**src/rtl/uart_tx_arbiter.sv**
```systemverilog
// uart_tx_arbiter: round-robin share of one UART transmitter among N_SRC
// reply FIFOs. Each granted message goes out as
// prefix, address, length, payload, xor checksum.
//
// state      | meaning
// -----------+---------------------------------------------------------
// ST_IDLE    | no frame in flight; grant the next requester from rr_q
// ST_PREFIX  | presenting PREFIX
// ST_ADDR    | presenting BASE_ADDR + cur_src
// ST_LEN     | presenting latched length
// ST_PAYLOAD | presenting the show-ahead byte of the granted FIFO
// ST_CRC     | presenting xor of address, length and payload
module uart_tx_arbiter #(
  parameter int          N_SRC     = 8,
  parameter logic [7:0]  PREFIX    = 8'hDD,
  parameter logic [7:0]  BASE_ADDR = 8'h10,
  localparam int         SW        = (N_SRC > 1) ? $clog2(N_SRC) : 1
) (
  input  logic               clk,
  input  logic               rst,
  input  logic [N_SRC-1:0]   have_msg,
  input  logic [8*N_SRC-1:0] len_bus,
  input  logic [8*N_SRC-1:0] data_bus,
  output logic [N_SRC-1:0]   rdreq,
  output logic [7:0]         tx_data,
  output logic               tx_valid,
  input  logic               tx_ready,
  output logic               busy,
  output logic [SW-1:0]      cur_src
);

  typedef enum logic [2:0] {
    ST_IDLE, ST_PREFIX, ST_ADDR, ST_LEN, ST_PAYLOAD, ST_CRC
  } state_t;

  state_t        state_q, state_d;
  logic [SW-1:0] cur_src_q, cur_src_d;
  logic [SW-1:0] rr_q, rr_d;
  logic [7:0]    len_q, len_d;
  logic [7:0]    rem_q, rem_d;
  logic [7:0]    csum_q, csum_d;
  logic [7:0]    hdr_q, hdr_d;
  logic          tx_valid_q, tx_valid_d;

  logic          accept;
  logic          gnt_found;
  logic [SW-1:0] gnt_idx;
  logic [7:0]    gnt_len;
  logic [7:0]    pay_byte;
  logic [7:0]    addr_byte;
  int            idx;

  assign accept    = tx_valid_q & tx_ready;
  assign addr_byte = BASE_ADDR + 8'(cur_src_q);

  // Round-robin search from rr_q upward with wrap, plus the granted length
  always_comb begin
    gnt_found = 1'b0;
    gnt_idx   = '0;
    gnt_len   = '0;
    idx       = 0;
    for (int k = 0; k < N_SRC; k++) begin
      idx = int'(rr_q) + k;
      if (idx >= N_SRC) idx = idx - N_SRC;
      if (!gnt_found && have_msg[idx]) begin
        gnt_found = 1'b1;
        gnt_idx   = SW'(idx);
      end
    end
    for (int i = 0; i < N_SRC; i++) begin
      if (gnt_idx == SW'(i)) gnt_len = len_bus[8*i +: 8];
    end
  end

  // Show-ahead byte of the granted source
  always_comb begin
    pay_byte = '0;
    for (int i = 0; i < N_SRC; i++) begin
      if (cur_src_q == SW'(i)) pay_byte = data_bus[8*i +: 8];
    end
  end

  // Next-state and framing; header bytes are preloaded into hdr_q one state early
  always_comb begin
    state_d    = state_q;
    cur_src_d  = cur_src_q;
    rr_d       = rr_q;
    len_d      = len_q;
    rem_d      = rem_q;
    csum_d     = csum_q;
    hdr_d      = hdr_q;
    tx_valid_d = tx_valid_q;
    case (state_q)
      ST_IDLE: begin
        if (gnt_found) begin
          cur_src_d  = gnt_idx;
          len_d      = gnt_len;
          csum_d     = '0;
          hdr_d      = PREFIX;
          tx_valid_d = 1'b1;
          state_d    = ST_PREFIX;
        end
      end
      ST_PREFIX: begin
        if (accept) begin
          hdr_d   = addr_byte;
          state_d = ST_ADDR;
        end
      end
      ST_ADDR: begin
        if (accept) begin
          csum_d  = csum_q ^ addr_byte;
          hdr_d   = len_q;
          state_d = ST_LEN;
        end
      end
      ST_LEN: begin
        if (accept) begin
          csum_d = csum_q ^ len_q;
          rem_d  = len_q;
          if (len_q != 8'd0) begin
            state_d = ST_PAYLOAD;
          end else begin
            hdr_d   = csum_q ^ len_q;
            state_d = ST_CRC;
          end
        end
      end
      ST_PAYLOAD: begin
        if (accept) begin
          csum_d = csum_q ^ pay_byte;
          rem_d  = rem_q - 8'd1;
          if (rem_q == 8'd1) begin
            hdr_d   = csum_q ^ pay_byte;
            state_d = ST_CRC;
          end
        end
      end
      ST_CRC: begin
        if (accept) begin
          rr_d       = (cur_src_q == SW'(N_SRC - 1)) ? '0 : cur_src_q + SW'(1);
          hdr_d      = '0;
          tx_valid_d = 1'b0;
          state_d    = ST_IDLE;
        end
      end
      default: begin
        hdr_d      = '0;
        tx_valid_d = 1'b0;
        state_d    = ST_IDLE;
      end
    endcase
  end

  // State and output registers; reset aborts any frame in flight
  always_ff @(posedge clk) begin
    if (rst) begin
      state_q    <= ST_IDLE;
      cur_src_q  <= '0;
      rr_q       <= '0;
      len_q      <= '0;
      rem_q      <= '0;
      csum_q     <= '0;
      hdr_q      <= '0;
      tx_valid_q <= 1'b0;
    end else begin
      state_q    <= state_d;
      cur_src_q  <= cur_src_d;
      rr_q       <= rr_d;
      len_q      <= len_d;
      rem_q      <= rem_d;
      csum_q     <= csum_d;
      hdr_q      <= hdr_d;
      tx_valid_q <= tx_valid_d;
    end
  end

  // FIFO pop on each accepted payload byte; suppressed while reset is asserted
  always_comb begin
    rdreq = '0;
    if (state_q == ST_PAYLOAD && accept && !rst) rdreq[cur_src_q] = 1'b1;
  end

  assign tx_data  = (state_q == ST_PAYLOAD) ? pay_byte : hdr_q;
  assign tx_valid = tx_valid_q;
  assign busy     = (state_q != ST_IDLE);
  assign cur_src  = cur_src_q;

endmodule

```
**config.mk**
```make
export PLATFORM = sky130hd
export DESIGN_NAME = uart_tx_arbiter
export DESIGN_NICKNAME = d
export VERILOG_FILES = /design/src/rtl/uart_tx_arbiter.sv
export SDC_FILE = /design/constraint.sdc
export NUM_CORES = 1
export LEC_CHECK = 0
export BUFFER_PORTS_ARGS = -buffer_cell sky130_fd_sc_hd__buf_4
export CAP_MARGIN = 40
export CORE_ASPECT_RATIO = 0.9
export CORE_MARGIN = 3
export CORE_UTILIZATION = 57
export DETAILED_ROUTE_END_ITERATION = 10
export GPL_TIMING_DRIVEN = 0
export PLACE_DENSITY = 0.88
export RECOVER_POWER = 100
export SLEW_MARGIN = 20
export SYNTH_ARGS = -nofsm -noshare
export SYNTH_HDL_FRONTEND = slang
export SYNTH_SLANG_ARGS = --single-unit
```
**constraint.sdc**
```tcl
create_clock -name clk -period 6.94 [get_ports clk]
set_input_delay 1.041 -clock clk [delete_from_list [all_inputs] [get_ports clk]]
set_output_delay 1.041 -clock clk [all_outputs]
set_load 0.01 [all_outputs]
```
==> flow_summary.toml <==
[worst_hold_path]
holdCritStartpoint = "rem_q[1]$_SDFFE_PP0P_"
holdPathStages = 2
min_to = "rem_q[1]$_SDFFE_PP0P_"
hold_path_class = "reg -> reg"

[timing]
slew_viol_final = 0
finalSetupViolCount = 0
layout_min_cycle_time_ns = 5.54
period_share = 0.798
clock_skew_ns = 0.0126
grt_setup_unrepaired = "no"
worst_pin_slew_ns = 0.857
slew_headroom = 0.425
fmax_ghz = 0.180
fin_tns_setup_ns = 0
finalHoldViolCount = 0

[critical_path]
reg2reg_setup_slack_ns = 1.40
cp_slowest_stage_delay_ns = 0.71
worstSetupStartpointType = "flop"
timing.rr.end = "len_q[3]$_SDFFE_PP0P_"
reg2reg_from = "rr_q[0]$_SDFFE_PP0P_"
crit_chain = "clkbuf_1, clkbuf_1, inv_1, ha_1, buf_6, mux2_1, mux4_2, nor4_1, a221oi_2, nor2_1, buf_6, mux2_4, o211ai_2, a31oi_1"
rr_worst_depth = 14
required_ns = 7.14
slowest_stage = "nor4_1"
arrival_ns = 5.74
worstSetupPathType = "reg -> reg"
crit_path_max_fanout = 10
endpoint_kind = "flop"

[cts]
max-clock-path-buffers = 2
cts-buffers-inserted = 5
clk_pin_slew_ns = 0.09
ctsHtreeMaxLevel = 2
cts_tree = "yes"
clkLatencyLatePin_ns = 0.30
cts_setup_buffers = 0
numClockSinks = 42
ctsHoldBuffers = 0
ctsResizeCount = 0
cts-root-buf = "clkbuf_8"

[outcome]
status = "complete, no violations"

[power_and_ir_drop]
power_density_nw_per_um2 = 142
ir_worst_vdd_mv = 0.117
totalPowerFinal_uw = 926
p_leak_uw = 0.00244

[layout]
drive_above_1_share = 0.258
nets = 978
fillers = 664
syn2layout_area_growth_pct = 25.9
multi_input_area_um2 = 3860
layout.area.seq_um2 = 841
diodes = 0

[synth]
yosysTopAreaCell = "dfxtp_1"
synthArstFlopShare = 0
mappedNetlistArea_um2 = 5170
ys_top_cells_by_area = "dfxtp_1, mux2i_1, nor2_1"
syn_avg_cell_area_um2 = 7.80
synth_edf_count = 0
synth_seq_area_share = 0.163
syn_nets = 812
synth_top_area_frac = 0.163
netlist_instances = 663
synthFlopType = "dfxtp_1"
post-synth-top-count-cell = "nor2_1"
synth_seq_cells = 42
yosysWarnings = 0
synthTopCellsByCount = "nor2_1, nand2_1, o21ai_0"
ys_types = 94

[place]
hpwl_um = 14700
routabilityCongestion = 0.993
port_buffers = 159

[global_route]
grt_max_degree = 15
first_global_vias = 5829
gr-total-overflow = 0
grt_pass1_wl_um = 29100
antenna_found_initial = 0
grtUsageTotal = 0.347

[drt]
via_per_inst = 6.74
drt_iter0_drc = 710
route.met3.wl_um = 2030
wl_per_cell_um = 20.1
met1Wirelength_um = 7710
dr.pass1.iters = 6
vias = 6399
final_antenna_net_count = 0
drc = 0
wirelength_um = 19100
dr.max_layer_used = "met4"
dr_wl_met2_um = 8690

[die]
core_um2 = 8690
start_util = 0.595
die_w_um = 106
die-area_um2 = 10300
ioPinCount = 160
placementRows = 32
die_h_um = 96.4

[job]
max_cap_viol_count = 0
-- registers in the layout, indices dropped and copies added (netlist names) --
register and flops:
csum_q 8, hdr_q 8, len_q 8, rem_q 8, cur_src 3, rr_q 3
state_q 3, tx_valid 1
-- cell families after synthesis --
logic type      count (synthesis)  synth area share
compound gates                261             0.374
fa+ha+maj                      10            0.0242
flops                          42             0.163
buf+inv                        67            0.0842
xor+xnor                        7            0.0133
mux                            55             0.138
simple gates                  221             0.204
-- layer usage --
| layer | vias up | track usage |
|---|---|---|
| met3 | 50 | 0.0492 |
| met2 | 454 | 0.582 |
| met4 | 0 | 0.138 |
| li1 | 2928 | - |
| met1 | 2967 | 0.456 |
| met5 | - | 0 |
-- through the flow --
step	worst slack, ns	std cells	util	instance area, um^2	hold slack, ns
final	1.40	949	0.750	6510	0.497
after detailed placement	2.62	941	0.750	6520	0.489
after floorplan	3.13	663	-	5170	0.445
after global routing	1.04	949	0.750	6510	0.534
after global placement	2.74	941	0.750	6520	0.457
after CTS	2.33	949	0.766	6650	0.502
-- final cells by class --
type	instances	share of cell area
multi-input combinational	554	0.593
timing repair buffer	159	0.171
sequential	42	0.129
buffer	49	0.0526
tap	119	0.0229
clock buffer	5	0.0106
clock inverter	3	0.0106
inverter	18	0.0104
-- cells in the final DEF, fill, tap and decap left out, types with 4 or more instances in the layout --
cell,n
buf_4,138
nor2_1,73
nand2_1,66
clkbuf_1,50
o21ai_0,49
dfxtp_1,42
a21oi_1,37
mux2i_1,28
nand3_1,16
a211oi_1,16
a22oi_1,14
inv_1,14
a31oi_1,13
nor3_1,13
a221oi_1,10
mux2_2,10
ha_1,10
nand4_1,9
clkbuf_8,9
o22ai_1,8
a2111oi_0,8
a221o_1,8
mux4_2,8
nor2b_1,7
mux2_4,7
o211ai_1,7
o221ai_1,6
o31a_1,6
a21o_1,6
a211o_1,6
buf_6,6
o21a_1,5
o311ai_0,5
buf_2,5
nand2b_1,4
xnor2_1,4
a32o_1,4
o211ai_2,4
o41a_1,4
nand3b_1,4
-- where the power goes --
| part | internal, uW | switching (uW) | total, uW |
|---|---|---|---|
| combinational | 179 | 221 | 400 |
| sequential | 261 | 27.3 | 289 |
| clock | 144 | 93.3 | 238 |
| total | 584 | 342 | 926 |
-- critical path, delay by kind of cell, from the launching register on --
| kind | cells | cell delay [ns] |
|---|---|---|
| mux | 3 | 1.22 |
| compound gates | 3 | 0.46 |
| flops | 1 | 0.50 |
| fa+ha+maj | 1 | 0.37 |
| buf+inv | 5 | 1.66 |
| simple gates | 2 | 1.21 |
-- how the worst max path moves through the flow --
| stage | endpoint | start | cells past startpoint |
|---|---|---|---|
| final | len_q[3]$_SDFFE_PP0P_ | rr_q[0]$_SDFFE_PP0P_ | 14 |
| after floorplan | len_q[3]$_SDFFE_PP0P_ | rr_q[0]$_SDFFE_PP0P_ | 15 |
| after CTS | rdreq[0] | state_q[2]$_SDFFE_PP0P_ | 8 |
| after global routing | len_q[3]$_SDFFE_PP0P_ | rr_q[0]$_SDFFE_PP0P_ | 14 |
| after global placement | rdreq[0] | state_q[2]$_SDFFE_PP0P_ | 8 |
| after detailed placement | len_q[3]$_SDFFE_PP0P_ | rr_q[0]$_SDFFE_PP0P_ | 15 |
No activity file was read; power rests on OpenSTA's default activity.
